### config.mk
export PLATFORM = sky130hd
export DESIGN_NAME = uart_tx
export DESIGN_NICKNAME = d
export VERILOG_FILES = /design/src/rtl/uart_tx.sv
export SDC_FILE = /design/constraint.sdc
export NUM_CORES = 1
export LEC_CHECK = 0
export CAP_MARGIN = 0
export CELL_PAD_IN_SITES_DETAIL_PLACEMENT = 0
export CELL_PAD_IN_SITES_GLOBAL_PLACEMENT = 1
export CORE_MARGIN = 2
export CORE_UTILIZATION = 40
export CTS_CLUSTER_DIAMETER = 120
export DETAILED_ROUTE_END_ITERATION = 8
export GPL_TIMING_DRIVEN = 0
export PLACE_DENSITY_LB_ADDON = 0.08
export SLEW_MARGIN = 20
export SYNTH_ARGS = -nofsm -noshare
export SYNTH_HDL_FRONTEND = slang
export SYNTH_SLANG_ARGS = --single-unit
### constraint.sdc
create_clock -name clk -period 1.7 [get_ports clk]
set_input_delay 0.34 -clock clk [delete_from_list [all_inputs] [get_ports clk]]
set_output_delay 0.34 -clock clk [all_outputs]
set_load 0.01 [all_outputs]
### src/rtl/uart_tx.sv
// UART transmitter: 1 start bit, 8 data bits LSB first, optional parity, 1 or 2 stop bits.
// Each bit is held for CLK_FREQ/BAUD_RATE clocks and tx is driven straight from a flop.
module uart_tx #(
  parameter int CLK_FREQ  = 1000000,
  parameter int BAUD_RATE = 9600,
  parameter int PARITY    = 0,
  parameter int STOP_BITS = 1
) (
  input  logic       clk,
  input  logic       rst,
  input  logic [7:0] tx_data,
  input  logic       tx_valid,
  output logic       tx_ready,
  output logic       tx,
  output logic       tx_busy,
  output logic       tx_done
);

  localparam int          BAUD_DIV  = CLK_FREQ / BAUD_RATE;
  localparam logic [15:0] DIV_LAST  = 16'(BAUD_DIV - 1);
  // Mode 3 is not a legal parity setting and falls back to no parity.
  localparam int          PAR_MODE  = (PARITY == 1 || PARITY == 2) ? PARITY : 0;
  localparam logic        STOP_LAST = (STOP_BITS == 2) ? 1'b1 : 1'b0;

  typedef enum logic [2:0] {
    ST_IDLE,
    ST_START,
    ST_DATA,
    ST_PARITY,
    ST_STOP
  } state_t;

  state_t      state;
  logic [15:0] clk_cnt;
  logic [2:0]  bit_cnt;
  logic [7:0]  shift;
  logic        par_bit;
  logic        stop_cnt;
  logic        bit_end;

  assign bit_end  = (clk_cnt == DIV_LAST);
  assign tx_ready = (state == ST_IDLE);
  assign tx_busy  = (state != ST_IDLE);

  // Each branch loads the tx flop with the level of the bit that starts on this edge.
  always_ff @(posedge clk or posedge rst) begin
    if (rst) begin
      state    <= ST_IDLE;
      clk_cnt  <= 16'd0;
      bit_cnt  <= 3'd0;
      shift    <= 8'd0;
      par_bit  <= 1'b0;
      stop_cnt <= 1'b0;
      tx       <= 1'b1;
      tx_done  <= 1'b0;
    end else begin
      tx_done <= 1'b0;
      case (state)
        ST_IDLE: begin
          tx <= 1'b1;
          if (tx_valid && tx_ready) begin
            shift   <= tx_data;
            par_bit <= (PAR_MODE == 2) ? ~(^tx_data) : (^tx_data);
            clk_cnt <= 16'd0;
            tx      <= 1'b0;
            state   <= ST_START;
          end
        end
        ST_START: begin
          if (bit_end) begin
            clk_cnt <= 16'd0;
            bit_cnt <= 3'd0;
            tx      <= shift[0];
            state   <= ST_DATA;
          end else begin
            clk_cnt <= clk_cnt + 16'd1;
          end
        end
        ST_DATA: begin
          if (bit_end) begin
            clk_cnt <= 16'd0;
            bit_cnt <= bit_cnt + 3'd1;
            if (bit_cnt == 3'd7) begin
              if (PAR_MODE != 0) begin
                tx    <= par_bit;
                state <= ST_PARITY;
              end else begin
                tx       <= 1'b1;
                stop_cnt <= 1'b0;
                state    <= ST_STOP;
              end
            end else begin
              tx <= shift[bit_cnt + 3'd1];
            end
          end else begin
            clk_cnt <= clk_cnt + 16'd1;
          end
        end
        ST_PARITY: begin
          if (bit_end) begin
            clk_cnt  <= 16'd0;
            stop_cnt <= 1'b0;
            tx       <= 1'b1;
            state    <= ST_STOP;
          end else begin
            clk_cnt <= clk_cnt + 16'd1;
          end
        end
        ST_STOP: begin
          tx <= 1'b1;
          if (bit_end) begin
            clk_cnt <= 16'd0;
            if (stop_cnt == STOP_LAST) begin
              tx_done <= 1'b1;
              state   <= ST_IDLE;
            end else begin
              stop_cnt <= 1'b1;
            end
          end else begin
            clk_cnt <= clk_cnt + 16'd1;
          end
        end
        default: begin
          tx    <= 1'b1;
          state <= ST_IDLE;
        end
      endcase
    end
  end

endmodule

==> results.ini <==
[outcome]
status=finished, violations left
violations=setup timing

[synth]
synth-simple-area-share=0.216
ys.flop_type=dfrtp_1
synth_top_family_by_area=simple AND/OR/NAND/NOR gates
ys_ff_latch=32
netlist_area_um2=1730
synth_mux_area_frac=0.0967
synth_nets=179
yosys.area.top_type=dfrtp_1
async_flop_share=1.00
yosysWarnings=0
ys_seq_area_frac=0.462
ys_types=45
synth.area.top_cells=dfrtp_1 (45%), mux2_2 (6.5%), o21ai_0 (4.0%), nand3_1 (3.2%), mux4_2 (2.6%)
synth_top_area_share=0.447
synth.avg_cell_area_um2=10.5
synth_fa_ha_area_frac=0.0216
syn-instance-count=165
synth-compound-area-share=0.134
synth_edf_count=0
synth_xor_area_frac=0.0202

[power_and_ir_drop]
combPwrFrac=0.370
seq_power_share=0.401
p_leak_nw=0.953
p_sw_frac=0.312
vdd_ir_drop_max_mv=0.703
powerDensity_nw_per_um2=1150
power_frac_clock=0.229
internal_power_w=0.00180
p_sw_w=0.000818

[setup_path]
timing.rr.start=bit_cnt[0]$_DFFE_PP0P_
cp_max_fo=3
arrival_ns=1.96
crit_start=bit_cnt[0]$_DFFE_PP0P_
timing.rr.end=tx$_DFFE_PP1P_
end_kind=flop
r2r_setup_slack_ns=-0.05
r2r_cells=6
critPathLaunchType=flop
worstPathRequired_ns=1.91
crit_type=flop to flop

[run]
max_cap_violations=0

[floorplanning]
fp.dieH_um=69.8
die_x_um=69.8
dieArea_um2=4880
rows=23
start_util=0.424
core_um2=4090
ios=15

[timing]
relSlewSlack=0.547
hold_ws_ns=0.478
max_freq_mhz=573
fin_skew_ns=0.0109
setup_viol_count_final=4
drv_slew=0
rsz0062_at_grt=yes
final-hold-violation-count=0
fin_ws_ns=-0.0457
fin_crit_sh=1.03
worst_pin_slew_ns=0.678
period_needed_ns=1.75

[hold_path]
min_path_type=input pin to async pin

[clocking]
cts.clk_slew.worst_paths_ns=0.07
clk_latency_ns=0.28
cts_buffer_depth=2
cts_hold_buf=0
numCtsBuffers=5
tritoncts=built
cts_max_level=2
cts_sinks=32
cts_root_buffer=clkbuf_8

[placement]
dpl_worst_slack_ns=-0.350
port_buffers=14
place_congestion=0.806
dp.cells=229
dp_hpwl_um=2660

[global_routing]
grt_overflow=0
grt_max_degree=33
antenna_found_initial=0
track_usage=0.172
grt_pass1_wl_um=6610
grt_pass1_vias=1359

[final_layout]
utilization=0.558
final_common_cell=dfrtp_1
area_growth_pct=31.5
n_antenna_cell=0
layout-drive-gt1-share=0.338
layoutNonFillerInstCount=251
fillers=360
final_net_count=214
final_cell_mix=dfrtp_1 (29), buf_4 (12), o21ai_0 (10), mux2_2 (10), clkdlybuf4s50_1 (10)

[route]
first_iter_violations=52
drtAntennaViolNets=0
dr.pass1.iters=4
post-route-drc-count=0
viasPerCell=5.50
wl_per_cell_um=16.1
vias=1381
routed_wl_um=4030

[flip-flops by register name, summed over array words and instances, names as in the netlist]
register  cells
state         3
shift         8
clk_cnt      16
bit_cnt       3
tx_done       1
tx            1
[critical path, cell delays in order, from the launching register on]
cell and delay [ns]:
dfrtp_2 0.43, ha_4 0.17, ha_4 0.29, mux4_2 0.33, nand2_2 0.09, o2111ai_2 0.09, a311o_1 0.28
[cells in the mapped netlist (all sizes together) (2+ instances only)]
| master | instances |
|---|---|
| buf | 5 |
| ha | 3 |
| mux2 | 10 |
| nor2 | 8 |
| inv | 7 |
| and4 | 4 |
| a21oi | 9 |
| xor2 | 3 |
| a21o | 2 |
| dfrtp | 31 |
| or4 | 4 |
| a31oi | 2 |
| or3b | 2 |
| clkbuf | 3 |
| nand4 | 4 |
| mux4 | 2 |
| a22o | 2 |
| nand2 | 10 |
| nand3 | 11 |
| o31ai | 2 |
| nor4 | 3 |
| and2 | 3 |
| or3 | 7 |
| o21ai | 15 |
[what timing repair did]
item / 4_1_cts / 5_1_grt
resized for setup: 22 / 23
gates cloned: 0 / 2
buffers inserted: 6 / 6
endpoints found under the setup margin: 34 / 28
pin swaps: 3 / 10
endpoints found under the hold margin: 0 / 0
[kinds of logic (layout without fill, tap and decap cells)]
group / Yosys count / in the layout
xor gates and xnor gates: 4 / 4
adders and majority gates: 3 / 3
muxes: 13 / 13
AOI/OAI and AO/OA: 36 / 36
DFF: 32 / 32
and+or+nand+nor: 62 / 62
buffers and inverters: 15 / 51
[power by group through the flow]
| stage | registers, W | logic, W | clock network (W) |
|---|---|---|---|
| 2_1_floorplan | 0.00102 | 0.000579 | 0 |
| 3_3_place_gp | 0.00104 | 0.000770 | 0 |
| 3_5_place_dp | 0.00105 | 0.000789 | 0 |
| 4_1_cts | 0.00104 | 0.000830 | 0.000620 |
| 5_1_grt | 0.00107 | 0.00106 | 0.000655 |
| 6_report | 0.00105 | 0.000969 | 0.000601 |
[cell type report]
cell class	count	area [um^2]	area share
buffer	8	71.3	0.0313
clock buffer	8	90.1	0.0395
inverter	7	26.3	0.0115
multi-input combinational	118	960	0.421
sequential	32	805	0.353
tap	50	62.6	0.0274
timing repair buffer	28	267	0.117
[worst max path at each step]
stage	slack [ns]	endpoint	cells after the start
after floorplan	-0.02	tx$_DFFE_PP1P_	6
after global placement	-0.36	state[1]$_DFFE_PP0P_	7
after detailed placement	-0.35	state[1]$_DFFE_PP0P_	7
after CTS	-0.03	tx$_DFFE_PP1P_	6
after global routing	-0.09	tx$_DFFE_PP1P_	6
final	-0.05	tx$_DFFE_PP1P_	6
[metal layers]
layer | vias up | global-route usage | part of all wire
met5 | - | 0 | 0
met4 | 0 | 0.0726 | 0.015
met3 | 5 | 0.0407 | 0.019
met2 | 10 | 0.266 | 0.48
met1 | 681 | 0.231 | 0.49
li1 | 685 | - | -
[metrics by stage]
step / setup TNS (ns) / cell area (um^2) / power (W)
after floorplan: -0.0207 / 1750 / 0.00160
after global routing: -0.711 / 2280 / 0.00279
after global placement: -9.66 / 1950 / 0.00181
after detailed placement: -5.81 / 1950 / 0.00184
final: -0.0850 / 2280 / 0.00262
after CTS: -0.0501 / 2140 / 0.00249
No activity file was read; power rests on OpenSTA's default activity.
